File: src/rtl/i2s_rx.sv
// Purpose : I2S receiver; deserialises left/right words into a signed sample pair.
// Latency : sample_valid and frame_err are asserted 1 clk after the bit slot that completes the word.
// Backpr. : none; sample_l/sample_r hold between sample_valid pulses.
//
// Ports:
//   clk, rst            - system clock, synchronous active-high reset
//   i2s_bclk/lrclk/sdata- asynchronous I2S inputs (bclk <= clk/4, lrclk 0 = left)
//   sample_l, sample_r  - last complete pair, two's complement, MSB-aligned
//   sample_valid        - 1-clk pulse when a new pair is presented
//   frame_err           - 1-clk pulse on a short word or a right word with no left
// DATA_W must be at least 2 and SYNC_STAGES at least 2.
module i2s_rx #(
  parameter int DATA_W      = 24,
  parameter int SYNC_STAGES = 2
) (
  input  logic              clk,
  input  logic              rst,
  input  logic              i2s_bclk,
  input  logic              i2s_lrclk,
  input  logic              i2s_sdata,
  output logic [DATA_W-1:0] sample_l,
  output logic [DATA_W-1:0] sample_r,
  output logic              sample_valid,
  output logic              frame_err
);

  localparam int CNT_W = $clog2(DATA_W + 1);

  typedef enum logic [1:0] {SYNC, DELAY, SHIFT, DONE} state_t;

  // Input synchronizers, all cleared in reset.
  logic [SYNC_STAGES-1:0] bclk_sync, ws_sync, sd_sync;
  // Fills with ones after reset; edge detection is held off until both the
  // synchronizer and bclk_d carry real samples, so a bclk that is already
  // high at reset release is not mistaken for a rising edge.
  logic [SYNC_STAGES:0]   prime;
  logic                   bclk_d;
  logic                   bclk_s, ws_s, sd_s, slot, ws_chg;

  state_t                 state, state_nxt;
  logic                   ws_prev;
  logic                   chan, chan_nxt;       // channel of the word in progress
  logic                   have_left;            // left word held, waiting for its right
  logic [DATA_W-1:0]      shreg, shreg_nxt;
  logic [CNT_W-1:0]       bit_cnt, cnt_nxt;
  logic [DATA_W-1:0]      hold;
  logic [DATA_W-1:0]      shift_word, store_word;
  logic [CNT_W-1:0]       shamt;
  logic                   store_en, short_err, pair_en, orphan;

  assign bclk_s = bclk_sync[SYNC_STAGES-1];
  assign ws_s   = ws_sync[SYNC_STAGES-1];
  assign sd_s   = sd_sync[SYNC_STAGES-1];
  assign slot   = prime[SYNC_STAGES] & bclk_s & ~bclk_d;
  assign ws_chg = ws_s ^ ws_prev;

  assign shift_word = {shreg[DATA_W-2:0], sd_s};
  // Left-justify a short word: the bits received so far move to the MSBs.
  assign shamt      = CNT_W'(DATA_W) - bit_cnt;

  always_ff @(posedge clk) begin
    if (rst) begin
      bclk_sync <= '0;
      ws_sync   <= '0;
      sd_sync   <= '0;
      prime     <= '0;
      bclk_d    <= 1'b0;
    end else begin
      bclk_sync <= {bclk_sync[SYNC_STAGES-2:0], i2s_bclk};
      ws_sync   <= {ws_sync[SYNC_STAGES-2:0], i2s_lrclk};
      sd_sync   <= {sd_sync[SYNC_STAGES-2:0], i2s_sdata};
      prime     <= {prime[SYNC_STAGES-1:0], 1'b1};
      bclk_d    <= bclk_s;
    end
  end

  always_comb begin
    state_nxt  = state;
    chan_nxt   = chan;
    shreg_nxt  = shreg;
    cnt_nxt    = bit_cnt;
    store_en   = 1'b0;
    store_word = shift_word;
    short_err  = 1'b0;
    if (slot) begin
      case (state)
        SYNC: begin
          // Only a 1->0 ws edge starts reception, so the first word is left.
          if (ws_prev && !ws_s) begin
            state_nxt = DELAY;
            chan_nxt  = 1'b0;
          end
        end
        DELAY: begin
          if (ws_chg) begin
            chan_nxt = ws_s;          // another delay slot: restart on new channel
          end else begin
            shreg_nxt = {{(DATA_W-1){1'b0}}, sd_s};
            cnt_nxt   = CNT_W'(1);
            state_nxt = SHIFT;
          end
        end
        SHIFT: begin
          if (ws_chg) begin
            // Word cut short; this slot is the next channel's delay slot.
            store_en   = 1'b1;
            short_err  = 1'b1;
            store_word = shreg << shamt;
            state_nxt  = DELAY;
            chan_nxt   = ws_s;
          end else begin
            shreg_nxt = shift_word;
            if (bit_cnt != CNT_W'(DATA_W)) cnt_nxt = bit_cnt + CNT_W'(1);
            if (bit_cnt == CNT_W'(DATA_W - 1)) begin
              store_en  = 1'b1;
              state_nxt = DONE;
            end
          end
        end
        DONE: begin
          // Padding bits of a wide slot are dropped until the channel flips.
          if (ws_chg) begin
            state_nxt = DELAY;
            chan_nxt  = ws_s;
          end
        end
        default: state_nxt = SYNC;
      endcase
    end
    pair_en = store_en & chan & have_left;
    orphan  = store_en & chan & ~have_left;
    if (orphan) state_nxt = SYNC;
  end

  always_ff @(posedge clk) begin
    if (rst) begin
      state        <= SYNC;
      ws_prev      <= 1'b0;
      chan         <= 1'b0;
      have_left    <= 1'b0;
      shreg        <= '0;
      bit_cnt      <= '0;
      hold         <= '0;
      sample_l     <= '0;
      sample_r     <= '0;
      sample_valid <= 1'b0;
      frame_err    <= 1'b0;
    end else begin
      state        <= state_nxt;
      chan         <= chan_nxt;
      shreg        <= shreg_nxt;
      bit_cnt      <= cnt_nxt;
      sample_valid <= pair_en;
      frame_err    <= short_err | orphan;
      if (slot) ws_prev <= ws_s;
      if (store_en && !chan) begin
        hold      <= store_word;
        have_left <= 1'b1;
      end
      if (pair_en) begin
        sample_l  <= hold;
        sample_r  <= store_word;
        have_left <= 1'b0;
      end
    end
  end

endmodule

File: config.mk
export PLATFORM = sky130hd
export DESIGN_NAME = i2s_rx
export DESIGN_NICKNAME = d
export VERILOG_FILES = /design/src/rtl/i2s_rx.sv
export SDC_FILE = /design/constraint.sdc
export NUM_CORES = 1
export LEC_CHECK = 0
export CORE_UTILIZATION = 30
export CTS_BUF_LIST = sky130_fd_sc_hd__clkbuf_8
export DETAILED_ROUTE_END_ITERATION = 16
export PLACE_DENSITY = 0.51
export SLEW_MARGIN = 15
export SYNTH_ARGS = -nofsm -noshare
export SYNTH_HDL_FRONTEND = slang
export SYNTH_SLANG_ARGS = --single-unit
export TNS_END_PERCENT = 100
File: constraint.sdc
create_clock -name clk -period 3.7 [get_ports clk]
set_input_delay 1.11 -clock clk [delete_from_list [all_inputs] [get_ports clk]]
set_output_delay 1.11 -clock clk [all_outputs]
set_load 0.03 [all_outputs]
# [Word-level counts from Yosys, hierarchy flattened]
# Cells that the tools add are included.
[totals] mem_count=0 mem_bits_ro=0 reg_bits=118 ram_bits=0 latch_bits=0
[op_classes] add_sub_neg=2 shift=1 n_mul=0 n_lt_le_gt_ge=0 reduce_logical=13 div_mod_pow=0 bitwise_logic=9 n_eq_ne=12 mux=27
[op_table] cell="$mux 24" n=5
[op_table] cell="$pmux 24 s2" n=1
[op_table] cell="$shl 24x5->24" n=1
[op_table] cell="$mux 5" n=3
[op_table] cell="$mux 1" n=10
[op_table] cell="$mux 2" n=5
[op_table] cell="$ne 2x2->1 const B" n=5
[op_table] cell="$pmux 5 s2" n=1
[op_table] cell="$reduce_and 5->1" n=2
[op_table] cell="$pmux 2 s4" n=1
[op_table] cell="$add 5x1->5 const B" n=1
[op_table] cell="$and 1x1->1" n=5
[op_table] cell="$eq 5x5->1 const B" n=1
[op_table] cell="$ne 5x5->1 const B" n=1
[op_table] cell="$sub 5x5->5 const A" n=1
[op_table] cell="$eq 2x2->1 const B" n=2
[op_table] cell="$reduce_and 4->1" n=1
[op_table] cell="$reduce_or 2->1" n=2
[op_table] cell="$ne 3x3->1 const B" n=1
[op_table] cell="$reduce_and 3->1" n=1
[op_table] cell="$reduce_or 3->1" n=1
[op_table] cell="$eq 2x1->1 const B" n=1
[op_table] cell="$logic_and 1x1->1" n=2
[op_table] cell="$logic_not 1->1" n=2
[op_table] cell="7 further kinds" n=8

# [Depth between registers and ports, before layout]
# Gate-level depths: netlist (run 1).
[depth] word_depth=8 depth_mapped=13

# [Least setup slack after synthesis (run 1)]
# OpenSTA, ideal clock, no wires.
[synth_path] path_type="flip-flop to flip-flop" startpoint="reg bit_cnt[0]" endpoint="reg hold[9]" path_slack_ns=0.720 synth_period_minus_slack_ns=2.980 setup_time_ns=0.070 path_stages_with_launch=11 required_time_ns=3.630 arrival_time_ns=2.911 path_cell_list="dfxtp_1 > inv_1 > clkbuf_1 > buf_2 > ha_1 > xor2_2 > mux4_2 > and2_1 > a2111oi_2 > a21oi_1 > a21oi_1"
[synth_via] elab_chain_cells=6 elab_cells_between_ends=11
[synth_rtl] element="from (decl)" line="45" text="logic [CNT_W-1:0] bit_cnt, cnt_nxt;"
[synth_rtl] element="from (signal assigned)" line="152" text="bit_cnt <= cnt_nxt;"
[synth_rtl] element="branches (longest 6 deep; another with $sub 5x5->5)"
[synth_rtl] element="to (signal assigned)" line="157" text="hold <= store_word;"
[synth_rtl] element="to (decl)" line="46" text="logic [DATA_W-1:0] hold;"
# Several ways; the timed one is not identified.
# A chain may end at the register's enable or synchronous reset.

# [Worst setup path in the final report (run 1)]
[layout_path] startpoint="reg bit_cnt[1]" endpoint="reg hold[22]"
# Same word-level chain as after synthesis.

==> metrics.csv, run 1 <==
stage,metric,value,unit
detailed_routing,vias per cell,5.48,
detailed_routing,Routed WL,18300,um
clock_network,clk buf depth,2,
clock_network,Clock Latency Late Sink,450,ps
clock_network,CTS buffer count,17,
detailed_routing,"antenna viol nets, final",0,
layout,nets@finish,712,
worst_setup_path,"reg-to-reg slack, setup",380,ps
sta,Final Slew Violations,0,
yosys,number of synthesized register bits,118,
clock_network,Max H-tree Level,4,
global_route,Global Route Usage Sum,19.5,%
clock_network,CTS tree,done,
floorplan,Site Rows,50,
place,gp weighted congestion,0.846,
yosys,YS warnings,0,
min_path,WHS Path Cells,1,
clock_network,# Post-CTS Setup Buffers,0,
sta,Setup Total Neg Slack,0,ps
min_path,Hold Crit Start,bclk_sync[0],
worst_setup_path,worst setup path class,flip-flop to flip-flop,
worst_setup_path,R2R Path End,hold[22],
floorplan,Starting Density,30.6,%
detailed_routing,remaining design rule violation count,0,
worst_setup_path,Reg-to-Reg Start,bit_cnt[1],
worst_setup_path,CP Data Required Time,4070,ps
floorplan,die span in y,140,um
sta,minimum clock period after layout,3320,ps
layout,Syn-to-layout area delta,21.1,%
global_route,Overflow after GRT,0,
sta,worst slew pin tran,1000,ps
status,outcome,"finished, final reports clean",
floorplan,total I/O pin count,55,
global_route,first-pass GRT wire length,29000,um
detailed_routing,Iteration-0 DRC Markers,396,
detailed_routing,DRT Pass-1 Iters,5,
sta,Fmax achieved,301,MHz
yosys,Yosys cell types,63,
worst_setup_path,reg2reg path depth,9,
power,power per cell area,379,mW/mm^2
layout,# fillers,1871,
layout,layout cells sized above 1,11.0,%
sta,"Hold Vio Cnt, Final",0,
sta,RSZ-0062 raised after global routing,false,
power,P_leak,2.40,nW
min_path,Hold Path Class,flip-flop to flip-flop,
clock_network,clock root buffer,clkbuf_8,
global_route,initial antenna violation count,0,
layout,diode count,0,
floorplan,Core ar.,0.0187,mm^2
clock_network,Worst-path clk slew,80,ps
power,VDD IR-drop max,0.000165,V
detailed_routing,drt wl/cell,19.3,um
place,Final HPWL DP,13100,um
job,maxcap violations,0,
sta,final setup violation count,0,
yosys,synthesized instance count,655,
worst_setup_path,Startpoint Class,flip-flop,
worst_setup_path,arrival time at the worst endpoint,3690,ps
global_route,vias in the first global route,4993,
place,Port Buf Inserts,54,
yosys,Async SR Flop Fraction,0,%
yosys,post-synthesis sequential area ratio,41.3,%
worst_setup_path,"critical path fanouts, max",17,
clock_network,post-CTS sizing,0,
sta,Final period util,89.9,%
sta,Setup Skew,7.52,ps
worst_setup_path,Critical Path Sink Type,flip-flop,
floorplan,Die Width,140,um
clock_network,Hold Buf Count CTS,0,
floorplan,Die Area,0.0196,mm^2
sta,Fin Hold WS,443,ps
yosys,synthesized area per cell,8.74,um^2
clock_network,clock sink count,118,
global_route,largest net degree at the start of global routing,36,
yosys,Mapped Nets,668,
min_path,Worst Hold Endpoint,bclk_sync[1],
yosys,"EDFF count, synth",0,
yosys,Post-Syn Area,0.00572,mm^2
sta,Rel. slew slack,32.3,%
yosys,ys flop type,dfxtp_1,
detailed_routing,vias after detailed routing,5181,
-- cells in the mapped netlist (5+ instances only) --
| library cell | instances | area [um^2] |
|---|---|---|
| a32oi_1 | 11 | 96.3 |
| and2_1 | 5 | 31.3 |
| nor2b_1 | 9 | 56.3 |
| nand2b_1 | 6 | 37.5 |
| mux2i_1 | 32 | 320 |
| dfxtp_1 | 118 | 2360 |
| o32ai_1 | 6 | 52.6 |
| buf_2 | 11 | 55.1 |
| ha_1 | 8 | 100 |
| or3_1 | 6 | 37.5 |
| and3_1 | 7 | 43.8 |
| clkbuf_1 | 32 | 120 |
| nor3_1 | 9 | 45.0 |
| inv_1 | 11 | 41.3 |
| o21ai_1 | 12 | 60.1 |
| o21ai_0 | 31 | 155 |
| mux4_2 | 8 | 180 |
| xor2_1 | 5 | 43.8 |
| a211oi_1 | 6 | 45.0 |
| a21oi_1 | 64 | 320 |
| nand2_1 | 83 | 312 |
| a22o_1 | 29 | 254 |
| o211ai_1 | 6 | 45.0 |
| nor2_1 | 40 | 150 |
| nand3_1 | 33 | 165 |
-- flip-flops by register name (all words and copies together), names as in the netlist, 2 cells and up --
signal	cells
bclk_sync	2
sample_r	24
shreg	24
ws_sync	2
bit_cnt	5
prime	3
sd_sync	2
state	2
hold	24
sample_l	24
-- per-stage QoR --
stage | worst slack [ps] | cells | utilization, % | instance area, um^2 | power [mW]
finish | 375 | 945 | 37.1 | 6930 | 2.62
global route | 160 | 945 | 37.1 | 6930 | 2.72
CTS | 419 | 945 | 37.1 | 6930 | 2.65
detailed placement | 439 | 914 | 34.7 | 6490 | 1.35
global placement | 497 | 914 | 34.7 | 6490 | 1.35
floorplan | 720 | 655 | - | 5720 | 1.33
-- routing by layer --
metal | vias to the layer above | GRT usage [%] | wire (um)
met1 | 2510 | 26.4 | 8860
met5 | - | 0 | 0
li1 | 2492 | - | -
met3 | 30 | 3.38 | 707
met2 | 149 | 30.4 | 8320
met4 | 0 | 8.62 | 387
-- placed cells by master (no fill, tap or decap), types with 12 or more instances in the layout --
cell type and count:
dfxtp_1 118, nand2_1 83, a21oi_1 64, clkdlybuf4s50_1 53, nor2_1 39, nand3_1 33
mux2i_1 32, o21ai_0 31, a22o_1 29, buf_4 22, clkbuf_8 17, o21ai_1 12
-- critical path, stage by stage (launching register included) --
cell and delay [ps]:
dfxtp_1 490, inv_1 80, ha_1 700, buf_4 390, mux2_2 250, nor4_1 50, a311oi_1 490, nor2_1 70
or3_1 430, o32ai_1 280
-- cells by family (layout without fill, tap and decap cells) --
family	Yosys count	in the layout	synth area share, %
buffers and inverters	63	119	4.83
adders and majority gates	8	8	1.75
and+or+nand+nor	215	215	17.7
muxes	44	44	9.53
AOI/OAI and AO/OA	197	197	23.0
xor gates and xnor gates	10	10	1.92
DFF	118	118	41.3
-- cell type report --
class	instances	area, um^2	area share, %
sequential	118	2360	34.1
multi-input combinational	474	3090	44.6
clock buffer	17	234	3.38
tap	234	293	4.22
timing repair buffer	76	701	10.1
inverter	12	45.0	0.650
clock inverter	14	203	2.92
-- worst max-delay path by stage --
stage	from	endpoint	slack [ps]	cells past startpoint
after floorplan	bit_cnt[0]	hold[9]	720	10
after global placement	bit_cnt[1]	hold[22]	500	9
after detailed placement	bit_cnt[1]	hold[22]	440	9
after CTS	bit_cnt[1]	hold[22]	420	9
after global routing	bit_cnt[1]	hold[22]	160	9
final	bit_cnt[1]	hold[22]	380	9
-- report_power, final --
part | leakage, nW | switching (mW) | internal (mW)
Combinational | 1.23 | 0.0289 | 0.0116
Sequential | 0.952 | 0.00217 | 1.27
Clock | 0.216 | 0.572 | 0.736
Power figures use the tool's default switching activity.
==> inputs of run 2 (changes only) <==
Settings changed: CAP_MARGIN from default to 20, SLEW_MARGIN 15 to default.
==> results of run 2 <==
Same layout as run 1: the final DEF is identical, and so are final timing and power.
